<file path="config.mk">
export PLATFORM = sky130hd
export DESIGN_NAME = uart_bus_arbiter
export DESIGN_NICKNAME = d
export VERILOG_FILES = /design/src/rtl/uart_bus_arbiter.sv
export SDC_FILE = /design/constraint.sdc
export NUM_CORES = 1
export LEC_CHECK = 0
export ABC_AREA = 1
export CORE_AREA = 3 3 118 120
export DETAILED_ROUTE_END_ITERATION = 12
export DIE_AREA = 0 0 121 123
export GPL_ROUTABILITY_DRIVEN = 0
export PLACE_DENSITY = 0.6
export SLEW_MARGIN = 20
export SYNTH_ARGS = -nofsm -noshare
export SYNTH_HDL_FRONTEND = slang
export SYNTH_SLANG_ARGS = --single-unit
</file>
<file path="constraint.sdc">
create_clock -name clk -period 1.2 [get_ports clk]
set_clock_uncertainty 0.1 [all_clocks]
set_input_delay 0.3 -clock clk [delete_from_list [all_inputs] [get_ports clk]]
set_output_delay 0.3 -clock clk [all_outputs]
set_load 0.03 [all_outputs]
</file>
<file path="src/rtl/uart_bus_arbiter.sv">
// Two-master round-robin arbiter in front of a single native-bus uart slave.
// Define ARB_TIMEOUT_EN to build the slave-stall watchdog (TIMEOUT_CYCLES / TIMEOUT_RDATA).
module uart_bus_arbiter #(
  parameter int unsigned TIMEOUT_CYCLES = 1024,
  parameter logic [31:0] TIMEOUT_RDATA  = 32'hDEAD_BEEF
) (
  input  logic        clk,
  input  logic        reset,

  input  logic        m0_mem_valid,
  input  logic [31:0] m0_mem_addr,
  input  logic [3:0]  m0_mem_wstrb,
  input  logic [31:0] m0_mem_wdata,
  output logic [31:0] m0_mem_rdata,
  output logic        m0_mem_ready,

  input  logic        m1_mem_valid,
  input  logic [31:0] m1_mem_addr,
  input  logic [3:0]  m1_mem_wstrb,
  input  logic [31:0] m1_mem_wdata,
  output logic [31:0] m1_mem_rdata,
  output logic        m1_mem_ready,

  output logic        s_mem_valid,
  output logic [31:0] s_mem_addr,
  output logic [3:0]  s_mem_wstrb,
  output logic [31:0] s_mem_wdata,
  input  logic [31:0] s_mem_rdata,
  input  logic        s_mem_ready,

  output logic        grant,
  output logic        busy,
  output logic        timeout_err
);

  typedef enum logic {
    IDLE = 1'b0,
    BUSY = 1'b1
  } state_t;

  state_t      r_state;
  state_t      w_state_nx;
  logic        r_grant;
  logic        w_grant_nx;
  logic        r_last;
  logic        w_last_nx;

  logic        w_busy;
  logic        w_sel_valid;
  logic [31:0] w_sel_addr;
  logic [3:0]  w_sel_wstrb;
  logic [31:0] w_sel_wdata;
  logic        w_timeout;
  logic        w_complete;
  logic [31:0] w_done_rdata;

  if (TIMEOUT_CYCLES < 2 || TIMEOUT_CYCLES > 65535) begin : g_bad_timeout
    $error("uart_bus_arbiter: TIMEOUT_CYCLES out of range 2..65535");
  end

  assign w_busy = (r_state == BUSY);

  always_comb begin
    w_sel_valid = m0_mem_valid;
    w_sel_addr  = m0_mem_addr;
    w_sel_wstrb = m0_mem_wstrb;
    w_sel_wdata = m0_mem_wdata;
    if (r_grant) begin
      w_sel_valid = m1_mem_valid;
      w_sel_addr  = m1_mem_addr;
      w_sel_wstrb = m1_mem_wstrb;
      w_sel_wdata = m1_mem_wdata;
    end
  end

`ifdef ARB_TIMEOUT_EN
  localparam logic [15:0] TO_LAST = 16'(TIMEOUT_CYCLES - 1);

  logic [15:0] r_to_cnt;

  // Held at zero while IDLE so every BUSY entry starts a fresh count.
  always_ff @(posedge clk) begin
    if (reset) begin
      r_to_cnt <= '0;
    end else if (!w_busy) begin
      r_to_cnt <= '0;
    end else if (!s_mem_ready) begin
      r_to_cnt <= r_to_cnt + 16'd1;
    end
  end

  assign w_timeout = w_busy && w_sel_valid && !s_mem_ready && (r_to_cnt == TO_LAST);
`else
  assign w_timeout = 1'b0;
`endif

  always_ff @(posedge clk) begin
    if (reset) begin
      r_state <= IDLE;
      r_grant <= 1'b0;
      r_last  <= 1'b1;
    end else begin
      r_state <= w_state_nx;
      r_grant <= w_grant_nx;
      r_last  <= w_last_nx;
    end
  end

  always_comb begin
    w_state_nx = r_state;
    w_grant_nx = r_grant;
    w_last_nx  = r_last;
    unique case (r_state)
      IDLE: begin
        if (m0_mem_valid || m1_mem_valid) begin
          w_state_nx = BUSY;
          // On a tie the master not served last wins; otherwise the lone requester.
          w_grant_nx = (m0_mem_valid && m1_mem_valid) ? ~r_last : m1_mem_valid;
        end
      end
      BUSY: begin
        if (s_mem_ready || w_timeout) begin
          w_state_nx = IDLE;
          w_last_nx  = r_grant;
        end else if (!w_sel_valid) begin
          w_state_nx = IDLE;
        end
      end
      default: w_state_nx = IDLE;
    endcase
  end

  assign w_complete   = w_busy && (s_mem_ready || w_timeout);
  assign w_done_rdata = w_timeout ? TIMEOUT_RDATA : s_mem_rdata;

  always_comb begin
    s_mem_valid  = 1'b0;
    s_mem_addr   = '0;
    s_mem_wstrb  = '0;
    s_mem_wdata  = '0;
    m0_mem_ready = 1'b0;
    m1_mem_ready = 1'b0;
    m0_mem_rdata = '0;
    m1_mem_rdata = '0;
    if (w_busy) begin
      s_mem_valid = w_sel_valid;
      s_mem_addr  = w_sel_addr;
      s_mem_wstrb = w_sel_wstrb;
      s_mem_wdata = w_sel_wdata;
    end
    if (w_complete) begin
      if (r_grant) begin
        m1_mem_ready = 1'b1;
        m1_mem_rdata = w_done_rdata;
      end else begin
        m0_mem_ready = 1'b1;
        m0_mem_rdata = w_done_rdata;
      end
    end
  end

  assign grant       = r_grant;
  assign busy        = w_busy;
  assign timeout_err = w_timeout;

endmodule
</file>
## Word level (Yosys, flattened, before mapping)

Index checks and enable logic that the tools add are counted.
Widths: inputs -> output; s select.

- Flip-flop bits (word level): 3
- Input port bits: 173

- Muxes and demuxes: 21
- Reductions and logical operators: 5
- Bitwise gates (word level): 2

Operators by type and width:

| kind | count |
|---|---|
| $mux 32 | 8 |
| $mux 1 | 10 |
| $mux 4 | 2 |
| $reduce_and 2->1 | 2 |
| $logic_and 1x1->1 | 2 |
| $not 1->1 | 2 |
| $pmux 1 s2 | 1 |
| $logic_or 1x1->1 | 1 |

## Logic depth before layout (Yosys ltp)

- Depth in word-level cells: 4
- Depth in mapped cells: 7
- Depth with buffers taken out: 5

## Least setup slack after synthesis

No wires, ideal clock.

- Path kind: reg2out
- Start point: register r_state, in the netlist busy
- End point: output m0_mem_rdata[11]
- Stages on the path, launching flop included: 7
- Arrival: 1.585 ns
- Path slack: -0.785 ns
- Path buffers: 2
- Cell sequence: dfxtp_1 > buf_6 > nand2_4 > nor2_4 > inv_2 > buf_6 > nor2_1

- Word-level cells in the longest chain between the ends: 2

RTL lines:

| element | RTL line | RTL |
|---|---|---|
| start: declaration | 41 | `state_t r_state;` |
| start signal: assignment | 103 | `r_state <= w_state_nx;` |
| $logic_and 1x1->1 | 133 | `assign w_complete = w_busy && (s_mem_ready \|\| w_timeout);` |
| $mux 32 | 151 | `if (w_complete) begin` |
| end: declaration | 14 | `output logic [31:0] m0_mem_rdata,` |

No other way between the ends.

## Worst setup path after layout

- Start point: register r_state, in the netlist busy
- End point: output m1_mem_rdata[10]

- Word-level cells in the longest chain between the ends: 2

RTL lines:

| element | RTL line | RTL |
|---|---|---|
| $logic_and 1x1->1 | 133 |  |
| $mux 32 | 151 |  |
| end: declaration | 21 | `output logic [31:0] m1_mem_rdata,` |

No other way between the ends.

==> impl_metrics.py <==
metrics = {
    "cells_and_area": {
        "drive_above_1_share_pct": 58.8,
        "layout.core_utilization_pct": 50.9,
        "design.final.nets": 863,
        "areaGrowthSynthToFinish_pct": 309,
        "antenna_cells_inserted": 0,
        "nFillCells": 1182,
    },
    "cts": {
        "clkTransAtPathRegs_ns": 0.03,
        "insertion_delay_ns": 0.22,
        "clockBufferDepth": 2,
        "tritoncts_clock_tree": "built",
        "numCtsBuffers": 3,
        "cts_root_buf": "sky130_fd_sc_hd__clkbuf_16",
        "hold_buffers": 0,
        "htree_levels": 1,
        "cts_num_sinks": 3,
    },
    "outcome": {
        "outcome": "finished, violations left",
        "violations": "setup timing",
    },
    "synth": {
        "synth.yosys.seq_area_share_pct": 3.69,
        "synth_warnings": 0,
        "syn_area_mm2": 0.00163,
        "synthesis.area_per_instance_um2": 4.59,
        "postSynthCellCount": 355,
        "synth_cell_type_count": 22,
        "synth-seq-cells": 3,
        "synth_fp_nets": 528,
    },
    "setup_path": {
        "cp.required_ns": 0.80,
        "timing.critical_path.from_type": "flip-flop",
        "critical_path_class": "flip-flop to primary output",
        "worstSetupStartpoint": "busy$_SDFF_PP0_",
        "path_max_fanout": 12,
        "crit-reg2reg-launch": "grant$_SDFFE_PP0P_",
        "critical_path.endpoint_type": "primary output",
        "timing.critical_path.arrival_ns": 1.34,
    },
    "route": {
        "drc_errors": 0,
        "antenna_violating_nets_left": 0,
        "avgViaCountPerCell": 4.15,
        "number_of_violations_reported_at_the_end_of_detailed_routing_iteration_0": 92,
        "wirelength_um": 14200,
        "drt_pass1_iterations": 4,
        "dr_total_vias": 3594,
        "detail_route.wl_per_cell_um": 16.4,
    },
    "pwr": {
        "share_seq_of_total_power_pct": 3.6,
        "p_sw_w": 0.00148,
        "power_density_mw_per_mm2": 512,
        "p_leak_nw": 2.77,
        "max-vdd-ir-drop_mv": 0.437,
        "power.combinational.fraction_pct": 80.9,
        "p_sw_share_pct": 43.4,
        "clock_network_fraction_of_design_power_pct": 15.5,
        "cellInternalPower_w": 0.00193,
    },
    "floorplan": {
        "dieWidth_um": 121,
        "placement_rows": 42,
        "start_util_pct": 12.4,
        "die_h_um": 123,
        "floorplan.core_area_mm2": 0.0131,
        "die_area_mm2": 0.0149,
        "io-pin-count": 311,
    },
    "run": {
        "max_cap_violations": 0,
    },
    "global_routing": {
        "globalRouteOverflowTotal": 0,
        "number_of_global_route_vias_before_repair": 3707,
        "antenna_found_initial": 0,
        "groute.usage.overall_pct": 16.7,
        "grt_first_pass_wirelength_um": 19700,
        "grt_max_degree": 24,
    },
    "timing": {
        "final.period_utilization_pct": 145,
        "report.final.slew_viol_count": 0,
        "unrepaired_setup_endpoints_after_global_routing": "yes",
        "worst_slack_ns": -0.544,
        "hold_viol_final": 0,
        "max_clock_freq_mhz": 573,
        "final_setup_vio_count": 138,
        "finalHoldWorstSlack_ns": 0.372,
        "final_period_demand_of_the_worst_path_ns": 1.74,
    },
    "min_path": {
        "hold_path.startpoint": "r_last$_SDFFE_PP1P_",
        "min-delay-path-class": "flip-flop to flip-flop",
    },
    "placement": {
        "port_buffers": 309,
        "detailed_place_hpwl_um": 10100,
    },
}
## through the flow
stage,cells,power [W],setup TNS (ns),setup WS [ns],cell area [um^2]
3_5_place_dp,842,0.00236,-73.15,-0.780,5470
4_1_cts,859,0.00326,-67.74,-0.537,6260
5_1_grt,865,0.00358,-77.35,-0.614,6670
2_1_floorplan,355,0.00122,-52.13,-0.483,2300
6_report,865,0.00341,-68.71,-0.544,6670
3_3_place_gp,842,0.00235,-72.25,-0.778,5470
## synth_stat cells (all sizes together)
library cell  number  share of area, %
a21oi              4               1.5
buf               19               9.2
clkbuf            11               2.9
conb               1              0.23
dfxtp              3               3.7
inv               37               8.7
nand2              7               2.5
nand3              3               1.5
nor2             201                48
o21ai             69                21
## sequential cells by signal, indices dropped and copies added (netlist names)
register and flops:
busy 1, grant 1, r_last 1
## path summary, 6_finish.rpt
check | cells past startpoint | to | slack (ns)
max | 5 | m1_mem_rdata[10] | -0.54
min reg2reg | 2 | r_last$_SDFFE_PP1P_ | 0.37
min | 2 | r_last$_SDFFE_PP1P_ | 0.37
max reg2reg | 8 | busy$_SDFF_PP0_ | -0.12
## logic make-up after synthesis
| family | Yosys count | synth area share (%) |
|---|---|---|
| flip-flops | 3 | 3.69 |
| AND/OR/NAND/NOR | 211 | 52.4 |
| AO/OA/AOI/OAI | 73 | 22.9 |
| buffers and inverters | 67 | 20.8 |
| other | 1 | 0.230 |
## cell usage in the layout, fill, tap and decap left out, drive strengths merged, types with 3 or more instances in the layout
cell	synthesis	layout
a21oi	4	4
buf	19	185
clkbuf	11	6
clkdlybuf4s50	0	170
dfxtp	3	3
inv	37	37
nand2	7	7
nand3	3	3
nor2	201	201
o21ai	69	69
## final cells by class
cell class	instances	area [um^2]	share of cell area (%)
tap	176	220	3.30
timing repair buffer	359	4010	60.1
timing repair inverter	1	11.3	0.169
sequential	3	67.6	1.01
multi-input combinational	285	2110	31.7
clock buffer	4	78.8	1.18
inverter	37	168	2.52
## power by group through the flow
stage | Sequential (W) | Combinational, W | Clock, W
after floorplan | 0.000124 | 0.00109 | 0
after global placement | 0.000138 | 0.00221 | 0
after detailed placement | 0.000138 | 0.00223 | 0
after CTS | 0.000126 | 0.00260 | 0.000539
after global routing | 0.000126 | 0.00290 | 0.000554
final | 0.000123 | 0.00276 | 0.000528
## repair_timing
action,CTS,global route
gates cloned,6,3
endpoints found under the setup margin,140,140
setup buffers,8,3
resized for setup,183,114
pin swaps,10,4
## worst max-delay path, stage by stage, from the launching register on
cell	delay [ns]
sky130_fd_sc_hd__dfxtp_4	0.41
sky130_fd_sc_hd__buf_4	0.14
sky130_fd_sc_hd__nand3_4	0.12
sky130_fd_sc_hd__buf_12	0.20
sky130_fd_sc_hd__nor2_4	0.11
sky130_fd_sc_hd__buf_6	0.13
## layer usage
metal | share of wire (%) | vias to the layer above | track usage, %
li1 | - | 1762 | -
met1 | 34 | 1647 | 17.5
met2 | 57 | 173 | 33.7
met3 | 8.1 | 12 | 4.07
met4 | 1.2 | 0 | 2.83
met5 | 0 | - | 0
No activity file was read; power rests on OpenSTA's default activity.
